==> src/rtl/seg_scan_ctrl_if.sv <==
// Bundle of scan-controller control inputs and display-side outputs.
// The controller binds to slave; the driver of load/value/en binds to master.
interface seg_scan_ctrl_if;
    logic        en;
    logic        load;
    logic [15:0] value;
    logic [3:0]  dp_mask;
    logic        lz_blank;
    logic [1:0]  sel;
    logic [3:0]  nibble;
    logic        dp;
    logic        blank;
    logic        pending;
    logic        frame_done;

    modport master (
        output en, load, value, dp_mask, lz_blank,
        input  sel, nibble, dp, blank, pending, frame_done
    );

    modport slave (
        input  en, load, value, dp_mask, lz_blank,
        output sel, nibble, dp, blank, pending, frame_done
    );
endinterface

==> src/rtl/seg_scan_ctrl.sv <==
// Four-digit multiplexed seven-segment scan controller with a prescaled scan
// and frame-aligned double buffering of the displayed value.
module seg_scan_ctrl #(
    parameter int unsigned PRESCALE = 100000,
    parameter int unsigned PRE_W    = 17
) (
    input  logic           clk,
    input  logic           rst,
    seg_scan_ctrl_if.slave bus
);
    localparam int unsigned VAL_W = 16;
    localparam int unsigned DIG_N = 4;

    logic [PRE_W-1:0] pre_cnt;
    logic [1:0]       sel_q;
    logic [VAL_W-1:0] disp_val;
    logic [DIG_N-1:0] disp_dp;
    logic             disp_lz;
    logic [VAL_W-1:0] pend_val;
    logic [DIG_N-1:0] pend_dp;
    logic             pend_lz;
    logic             pend_q;
    logic             frame_done_q;

    logic             tick;
    logic             wrap;
    logic             z3;
    logic             z2;
    logic             z1;
    logic [DIG_N-1:0] lz_off;

    assign tick = bus.en && (pre_cnt == PRE_W'(PRESCALE - 1));
    assign wrap = tick && (sel_q == 2'd3);

    // Scan position, frame pulse and the pending/display buffer pair.
    always_ff @(posedge clk) begin
        if (rst) begin
            pre_cnt      <= '0;
            sel_q        <= '0;
            disp_val     <= '0;
            disp_dp      <= '0;
            disp_lz      <= 1'b0;
            pend_val     <= '0;
            pend_dp      <= '0;
            pend_lz      <= 1'b0;
            pend_q       <= 1'b0;
            frame_done_q <= 1'b0;
        end else begin
            if (bus.en) begin
                pre_cnt <= tick ? '0 : pre_cnt + PRE_W'(1);
            end
            if (tick) begin
                sel_q <= sel_q + 2'd1;
            end
            frame_done_q <= wrap;
            // Display takes the old pending contents even if a load collides.
            if (wrap && pend_q) begin
                disp_val <= pend_val;
                disp_dp  <= pend_dp;
                disp_lz  <= pend_lz;
            end
            if (bus.load) begin
                pend_val <= bus.value;
                pend_dp  <= bus.dp_mask;
                pend_lz  <= bus.lz_blank;
                pend_q   <= 1'b1;
            end else if (wrap && pend_q) begin
                pend_q <= 1'b0;
            end
        end
    end

    // A digit is blanked when it and every more significant digit are zero.
    always_comb begin
        z3     = (disp_val[15:12] == 4'h0);
        z2     = z3 && (disp_val[11:8] == 4'h0);
        z1     = z2 && (disp_val[7:4] == 4'h0);
        lz_off = {z3, z2, z1, 1'b0} & {DIG_N{disp_lz}};
    end

    assign bus.sel        = sel_q;
    assign bus.nibble     = disp_val[{sel_q, 2'b00} +: 4];
    assign bus.dp         = disp_dp[sel_q];
    assign bus.blank      = ~bus.en | lz_off[sel_q];
    assign bus.pending    = pend_q;
    assign bus.frame_done = frame_done_q;
endmodule
==> src/flat_wrapper.sv <==
// flat-port wrapper written by rule: the top's interface ports become plain ports
module seg_scan_ctrl_flat 
#(
    parameter int unsigned PRESCALE = 100000,
    parameter int unsigned PRE_W    = 17
)
  (clk, rst, bus_en, bus_load, bus_value, bus_dp_mask, bus_lz_blank, bus_sel, bus_nibble, bus_dp, bus_blank, bus_pending, bus_frame_done);
  seg_scan_ctrl_if bus_i ();
  input  logic clk;
  input  logic rst;
  input wire logic [$bits(bus_i.en)-1:0] bus_en;
  input wire logic [$bits(bus_i.load)-1:0] bus_load;
  input wire logic [$bits(bus_i.value)-1:0] bus_value;
  input wire logic [$bits(bus_i.dp_mask)-1:0] bus_dp_mask;
  input wire logic [$bits(bus_i.lz_blank)-1:0] bus_lz_blank;
  output wire logic [$bits(bus_i.sel)-1:0] bus_sel;
  output wire logic [$bits(bus_i.nibble)-1:0] bus_nibble;
  output wire logic [$bits(bus_i.dp)-1:0] bus_dp;
  output wire logic [$bits(bus_i.blank)-1:0] bus_blank;
  output wire logic [$bits(bus_i.pending)-1:0] bus_pending;
  output wire logic [$bits(bus_i.frame_done)-1:0] bus_frame_done;
  assign bus_i.en = bus_en;
  assign bus_i.load = bus_load;
  assign bus_i.value = bus_value;
  assign bus_i.dp_mask = bus_dp_mask;
  assign bus_i.lz_blank = bus_lz_blank;
  assign bus_sel = bus_i.sel;
  assign bus_nibble = bus_i.nibble;
  assign bus_dp = bus_i.dp;
  assign bus_blank = bus_i.blank;
  assign bus_pending = bus_i.pending;
  assign bus_frame_done = bus_i.frame_done;
  seg_scan_ctrl #(.PRESCALE(PRESCALE), .PRE_W(PRE_W)) u_core (.clk(clk), .rst(rst), .bus(bus_i));
endmodule
==> config.mk <==
export PLATFORM = sky130hd
export DESIGN_NAME = seg_scan_ctrl_flat
export DESIGN_NICKNAME = d
export VERILOG_FILES = /design/src/rtl/seg_scan_ctrl_if.sv /design/src/rtl/seg_scan_ctrl.sv /design/src/flat_wrapper.sv
export SDC_FILE = /design/constraint.sdc
export NUM_CORES = 1
export LEC_CHECK = 0
export BUFFER_PORTS_ARGS = -buffer_cell sky130_fd_sc_hd__buf_4
export CORE_ASPECT_RATIO = 0.8
export CORE_MARGIN = 2
export CORE_UTILIZATION = 45
export DETAILED_ROUTE_END_ITERATION = 10
export HOLD_SLACK_MARGIN = 0.06
export PLACE_DENSITY = 0.63
export SYNTH_ARGS = -nofsm -noshare
export SYNTH_HDL_FRONTEND = slang
export SYNTH_SLANG_ARGS = --single-unit
export TNS_END_PERCENT = 1
==> constraint.sdc <==
create_clock -name clk -period 5 [get_ports clk]
set_input_delay 0.5 -clock clk [delete_from_list [all_inputs] [get_ports clk]]
set_output_delay 0.5 -clock clk [all_outputs]
set_load 0.02 [all_outputs]
# Word level (Yosys, flattened, before mapping)
# Cells that the tools add are included.
[op_classes]
n_eq_ne = 2
shift = 1
addsub = 2
magnitude_cmp = 1
n_reduce_logical = 9
n_mux = 7
bitwise = 3
[op_table]
columns = ["operator", "count"]
rows = [
  ["$add 17x1->17 const B", 1],
  ["$eq 17x17->1 const B", 1],
  ["$mux 17", 1],
  ["$shiftx 16x5->4", 1],
  ["$logic_not 4->1", 3],
  ["$logic_and 1x1->1", 5],
  ["$and 4x4->4", 1],
  ["$bmux 1 s2", 2],
  ["$mux 1", 4],
  ["$lt 2x3->1 const B", 1],
  ["$add 2x1->2 const B", 1],
  ["$eq 2x2->1 const B", 1],
  ["$reduce_bool 2->1", 1],
  ["$not 1->1", 1],
  ["$or 1x1->1", 1],
]
[totals]
output_inout_bits = 10
elab_cells = 35
reg_bits = 63

# Longest topological paths before layout
# Gate-level depths: netlist (run 1).
[depth]
ltp_word = 7
mapped_depth = 7
ltp_nobuf = 5

# Worst setup path before layout (run 1)
# Ideal clock, no wire load.
[synth_timing]
path_kind = "register to output"
from = "reg u_core.sel_q[0] (netlist: u_core.bus.sel[0])"
to = "out bus_blank"
slack_ns = 2.665
arrival_time_ns = 1.835
required_ns = 4.500
stages_incl_launch_ff = 5
path_cell_list = "dfxtp_1 clkbuf_1 a21oi_1 a2bb2oi_1 o41ai_1"
[synth_between]
elab_chain_cells = 3
[synth_lines]
columns = ["element", "line_no", "rtl"]
rows = [
  ["start: declaration", "seg_scan_ctrl.sv:15", "logic [1:0] sel_q;"],
  ["start signal: assignment", "seg_scan_ctrl.sv:53", "sel_q <= sel_q + 2'd1;"],
  ["$bmux 1 s2", "seg_scan_ctrl.sv:84", "assign bus.blank = ~bus.en | lz_off[sel_q];"],
  ["$mux 1 (not written as such)", "seg_scan_ctrl.sv:84", ""],
  ["$or 1x1->1", "seg_scan_ctrl.sv:84", ""],
  ["end: declaration", "flat_wrapper.sv:19", "output wire logic [$bits(bus_i.blank)-1:0] bus_blank;"],
]
# Every way passes these cells. The select of a mux whose other input is x is not followed.

# Worst setup path after layout (run 1)
[layout_timing]
from = "reg u_core.disp_val[8]"
to = "out bus_blank"
[layout_between]
elab_chain_cells = 7
[layout_lines]
columns = ["element", "line_no", "rtl"]
rows = [
  ["start: declaration", "seg_scan_ctrl.sv:16", "logic [VAL_W-1:0] disp_val;"],
  ["start signal: assignment", "seg_scan_ctrl.sv:58", "disp_val <= pend_val;"],
  ["$logic_not 4->1 (*)", "seg_scan_ctrl.sv:76", "z2 = z3 && (disp_val[11:8] == 4'h0);"],
  ["$logic_and 1x1->1 (*)", "seg_scan_ctrl.sv:76", ""],
  ["$logic_and 1x1->1", "seg_scan_ctrl.sv:77", "z1 = z2 && (disp_val[7:4] == 4'h0);"],
  ["$and 4x4->4 (*)", "seg_scan_ctrl.sv:78", "lz_off = {z3, z2, z1, 1'b0} & {DIG_N{disp_lz}};"],
  ["$bmux 1 s2 (*)", "seg_scan_ctrl.sv:84", ""],
  ["$mux 1 (not written as such) (*)", "seg_scan_ctrl.sv:84", ""],
  ["$or 1x1->1 (*)", "seg_scan_ctrl.sv:84", ""],
]
# Mark *: on every way between the ends. The rest lies on a longest branch, timed or not. The select of a mux whose other input is x is not followed.

==> run metrics, run 1 <==
status finished, final reports clean; clock tree sinks 63; Seq/Total Area, Yosys roughly 43%; hold_buf cts 0; Cells after Synth between 300 and 400; synthesized area per cell between 9 and 10 um^2; Initial Util a little under half; sw power around 0.22 mW; Synth Net Count roughly 330; setup ws final about 2600 ps; internal power 0.792 mW; top_reg_cell synth dfxtp_1; final hold vios 0; Peak Freq approximately 420 MHz; pwr dens roughly 300 nW/um^2; Synth area leader dfxtp_1; H-tree depth 3; DRT antenna net count 0; first-pass GRT wire length 10.9 mm; #FFs+latches synth between 60 and 70; hold path depth 3; Synth top area share a little over two fifths; final clock period utilization by the worst path a little under half; gr ovfl total 0; Max Slew Vio Count 0; CTS Root Cell clkbuf_8; DRC viols 0; Worst Setup End Kind output port; Die W ~94 um; Die Area ~7000 um^2; HPWL after detailed placement roughly 4.0 mm; Syn-to-layout area delta 13.9%; Clock Tree Buf Depth 2; CTS-repair resized insts 0; row cnt 26; final worst path period need about 2400 ps; Clock Latency Late Sink between 300 and 400 ps; register share of total power about half; Synth Cell Area between 2000 and 3000 um^2; TritonCTS Buffers 9; Final nets about 350; crit path kind flip-flop to output port; Die Y around 76 um; Antenna Cells 0; WL final 6.37 mm; initial antenna violation count 0; clk_skew 7.83 ps; part of the power in combinational logic under 10%; Post-synth ARST share 0%; EDFF count, synth 0; Pre-Repair DR Iteration Count 4; Vias/cell roughly 5.6; Critical Path AT roughly 1900 ps; clock share of power between 40% and 50%; CTS tree built; FF-to-FF path depth 4; vias 2280; Placer Congestion a little over 0.8; Wirelength per Cell 15.7 um; Clock transition at path regs about 70 ps; Placed Cells between 300 and 400; hold slack 390 ps; CP Launch Type flip-flop; Unique masters post-synth 37; Max Cap Viol 0; Max-Slew Margin vs Limit about 40%; IO buf count 34; setup TNS 0 ps; Switching Share roughly 22%; Worst Max-Slew Pin Slew 914 ps; I/O pin count 35; # Post-CTS Setup Buffers 0; top cells by area, synth dfxtp_1, mux2i_1, o31ai_1, nand4_1, a21oi_1; RSZ-0062 raised after global routing no; crit path max fanout 3; layout cells sized above 1 between 20 and 25%; Peak VDD IR roughly 180 uV; core area about 6300 um^2; Global Route Usage Sum 19.7%; Critical Path RT 4500 ps; Setup violations, final 0; leakage power about 1.2 nW; largest net degree at the start of global routing a little over 50; post-place setup slack ~2800 ps; Hold Path Class input port to flip-flop; Starting DRT DRC Count 161; Syn. warnings 0; Non-Filler Instances slightly above 400; vias in the first global route approximately 2200
final timing paths:
kind         slack [ps]                             from                          endpoint
max reg2reg        2780   u_core.pre_cnt[6]$_SDFFE_PP0P_    u_core.pre_cnt[2]$_SDFFE_PP0P_
min                 390                    bus_value[11]  u_core.pend_val[11]$_SDFFE_PP0P_
max                2640  u_core.disp_val[8]$_SDFFE_PP0P_                         bus_blank
min reg2reg         470   u_core.disp_dp[1]$_SDFFE_PP0P_    u_core.disp_dp[1]$_SDFFE_PP0P_
cell usage in the layout (no fill, tap or decap), types with 3 or more instances in the layout:
master / synthesis / layout
xnor2_1: 10 / 10
nor2_1: 29 / 29
o31ai_1: 22 / 22
o21ai_0: 4 / 4
mux4_2: 5 / 5
nor4_1: 7 / 7
nand2_1: 8 / 8
dfxtp_1: 63 / 63
nor2_4: 10 / 10
a21oi_1: 28 / 28
clkbuf_8: 0 / 11
nand3_1: 6 / 6
clkinv_2: 0 / 3
nor3_1: 5 / 5
buf_4: 0 / 35
nand4_1: 25 / 25
xor2_1: 4 / 4
mux2i_1: 21 / 21
or3_1: 3 / 3
inv_1: 3 / 3
layer usage:
layer | vias to the layer above | GRT usage (%) | part of all wire, %
met4 | 0 | 8.12 | 1.1
met2 | 58 | 26.6 | 43
met1 | 1084 | 29.1 | 50
met5 | - | 0 | 0
li1 | 1132 | - | -
met3 | 6 | 5.93 | 5.7
Yosys cell counts (2+ instances only):
library cell and number:
xnor2_1 10, dfxtp_1 63, o21ai_0 4, nand4_1 25, o31ai_1 22, and3_1 2
nand3_1 6, or3_1 3, buf_6 3, buf_2 8, xor2_1 4, nor4_1 7
ha_1 2, mux2i_1 21, nor2_4 10, nand2b_1 2, nand3_2 2, nor3_1 5
clkbuf_1 16, nor2_1 29, nand2_1 8, a21oi_1 28, mux4_2 5, inv_1 3
sequential cells by signal, indices dropped and copies added, names as in the netlist:
name	flops
u_core.disp_val	16
u_core.pre_cnt	17
u_core.pend_val	16
u_core.disp_lz	1
u_core.bus.sel	2
u_core.pend_dp	4
u_core.disp_dp	4
u_core.bus.frame_done	1
u_core.bus.pending	1
u_core.pend_lz	1
area by class of cell:
class	count	area (um^2)
clock inverter	4	45.0
timing repair buffer	35	263
tap	84	105
clock buffer	11	151
inverter	3	11.3
fill	599	2990
sequential	63	1260
multi-input combinational	206	1480
stage by stage:
| stage | power, mW | utilization [%] | cell area, um^2 |
|---|---|---|---|
| 2_1_floorplan | 0.565 | - | 2910 |
| 3_3_place_gp | 0.584 | 49.5 | 3120 |
| 3_5_place_dp | 0.586 | 49.5 | 3120 |
| 4_1_cts | 1.03 | 52.6 | 3320 |
| 5_1_grt | 1.05 | 52.6 | 3320 |
| 6_report | 1.01 | 52.6 | 3320 |
logic make-up (layout without fill, tap and decap cells):
family          Yosys count  after routing  share of synthesized area, %
flops                    63             63                          43.3
mux                      26             26                          11.1
fa+ha+maj                 2              2                         0.859
buf+inv                  32             53                          5.88
simple gates            106            106                          22.2
xor+xnor                 14             14                          4.21
compound gates           58             58                          12.5
power groups by stage:
stage	Combinational (mW)	Clock, mW	Sequential, mW
2_1_floorplan	0.0350	0	0.530
3_3_place_gp	0.0521	0	0.532
3_5_place_dp	0.0532	0	0.532
4_1_cts	0.0535	0.454	0.521
5_1_grt	0.0586	0.473	0.522
6_report	0.0526	0.439	0.521
critical path: stages, from the launching register on:
cell and delay (ps):
dfxtp_1 330, or4_1 510, a2bb2oi_1 140, o41ai_1 330
buf_4 220
Power figures use the tool's default switching activity.
==> run 2, diff against run 1 <==
PLACE_DENSITY = 0.66   (was 0.63)
clock period = 1.99 ns   (was 5 ns; I/O delays follow)
==> run metrics, run 2 (synthesis gave the netlist of run 1 again) <==
status finished, final reports clean; # Post-CTS Setup Buffers 0; CP Launch Type flip-flop; final clock period utilization by the worst path between 90 and 100%; commonest non-fill, non-tap cell in the layout dfxtp_1; Max-Slew Margin vs Limit between 70% and 80%; total power after layout ~2.7 mW; Hold EP u_core.pend_val[6]$_SDFFE_PP0P_; Pre-Repair DR Iteration Count 4; core area around 6300 um^2; Die Area 7140 um^2; max reg flops 17; post-place setup slack 237 ps; most frequent cells in the layout dfxtp_1, buf_4, nor2_1, a21oi_1, nand4_1; gr ovfl total 0; Clock Tree Buf Depth 2; vias around 2300; Peak Freq between 500 and 600 MHz; first-pass GRT wire length around 11 mm; WL final about 6.4 mm; Critical Path RT around 1800 ps; CTS tree built; R2R Path End u_core.pre_cnt[16]$_SDFFE_PP0P_; HP Start bus_value[6]; Critical Path AT 1750 ps; DRT antenna net count 0; DRC viols 0; Wirelength per Cell 15.3 um; CTS-repair resized insts 0; CTS Root Cell clkbuf_8; setup TNS 0 ps; initial antenna violation count 0; clk_skew between 9 and 10 ps; Setup violations, final 0; IO buf count 34; crit path kind flip-flop to output port; I/O pin count 35; layout cells sized above 1 approximately 25%; crit path max fanout 3; Starting DRT DRC Count approximately 140; post-route cell area 3420 um^2; leakage power ~1.2 nW; placed inst area roughly 3200 um^2; TritonCTS Buffers 9; FF-to-FF path depth 5; Initial Util 46.2%; Syn-to-layout area delta 17.4%; RSZ-0062 raised after global routing yes; Max Slew Vio Count 0; Max Cap Viol 0; hold_buf cts 0; Clock transition at path regs about 70 ps; Final Core Density 54.2%; row cnt 26; Placed Cells 400; Hold Path Class input port to flip-flop; Final nets between 300 and 400; Worst Setup End Kind output port; largest net degree at the start of global routing 30; Global Route Usage Sum between 10% and 20%; final hold vios 0; pwr dens 786 nW/um^2; Die W approximately 94 um; final worst path period need roughly 2000 ps; hold path depth 3; clock tree sinks 63; hold slack 86.9 ps; Worst R2R Start u_core.pre_cnt[0]$_SDFFE_PP0P_; setup ws final approximately 37 ps; H-tree depth 3; largest register by flop count u_core.pre_cnt; Worst Max-Slew Pin Slew between 300 and 400 ps; Clock Latency Late Sink around 340 ps; HPWL after detailed placement around 4.1 mm; Non-Filler Instances between 400 and 500; vias in the first global route 2179; Die Y 76.0 um; r2r setup slk 220 ps; Vias/cell about 5.5; Antenna Cells 0; Placer Congestion around 0.84; Peak VDD IR about 460 uV; largest registers u_core.pre_cnt: 17 flops, u_core.disp_val: 16 flops, u_core.pend_val: 16 flops
==> run 2: final cells by class <==
type | count | area, um^2
tap | 84 | 105
clock inverter | 5 | 81.3
timing repair buffer | 44 | 330
sequential | 63 | 1260
clock buffer | 11 | 141
multi-input combinational | 206 | 1490
inverter | 3 | 11.3
fill | 587 | 2890
==> run 2: where the power goes <==
| group | internal (mW) | leakage [nW] | switching (mW) |
|---|---|---|---|
| clock network | 0.740 | 0.110 | 0.504 |
| registers | 1.29 | 0.513 | 0.0178 |
| logic | 0.0681 | 0.615 | 0.0681 |
==> run 2: routing by layer <==
metal	vias up	wire length, um	global-route usage [%]
met2	52	2640	26.9
met5	-	0	0
met3	9	347	5.44
li1	1154	-	-
met4	0	91	6.52
met1	1061	3280	28.4
==> run 2: worst max-delay path, stage by stage (launching register included) <==
cell       delay (ps)
dfxtp_2           320
or4_1             510
a2bb2oi_1         150
o41ai_2           230
buf_4             200
==> run 2: worst max path at each step <==
stage	startpoint	endpoint	slack, ps	cells past startpoint
floorplan	u_core.bus.sel[0]$_SDFFE_PP0N_	bus_blank	220	4
global placement	u_core.pre_cnt[0]$_SDFFE_PP0P_	u_core.pre_cnt[16]$_SDFFE_PP0P_	320	5
detailed placement	u_core.pre_cnt[0]$_SDFFE_PP0P_	u_core.pre_cnt[16]$_SDFFE_PP0P_	240	5
CTS	u_core.disp_val[8]$_SDFFE_PP0P_	bus_blank	20	4
global route	u_core.disp_val[8]$_SDFFE_PP0P_	bus_blank	-40	4
finish	u_core.disp_val[8]$_SDFFE_PP0P_	bus_blank	40	4
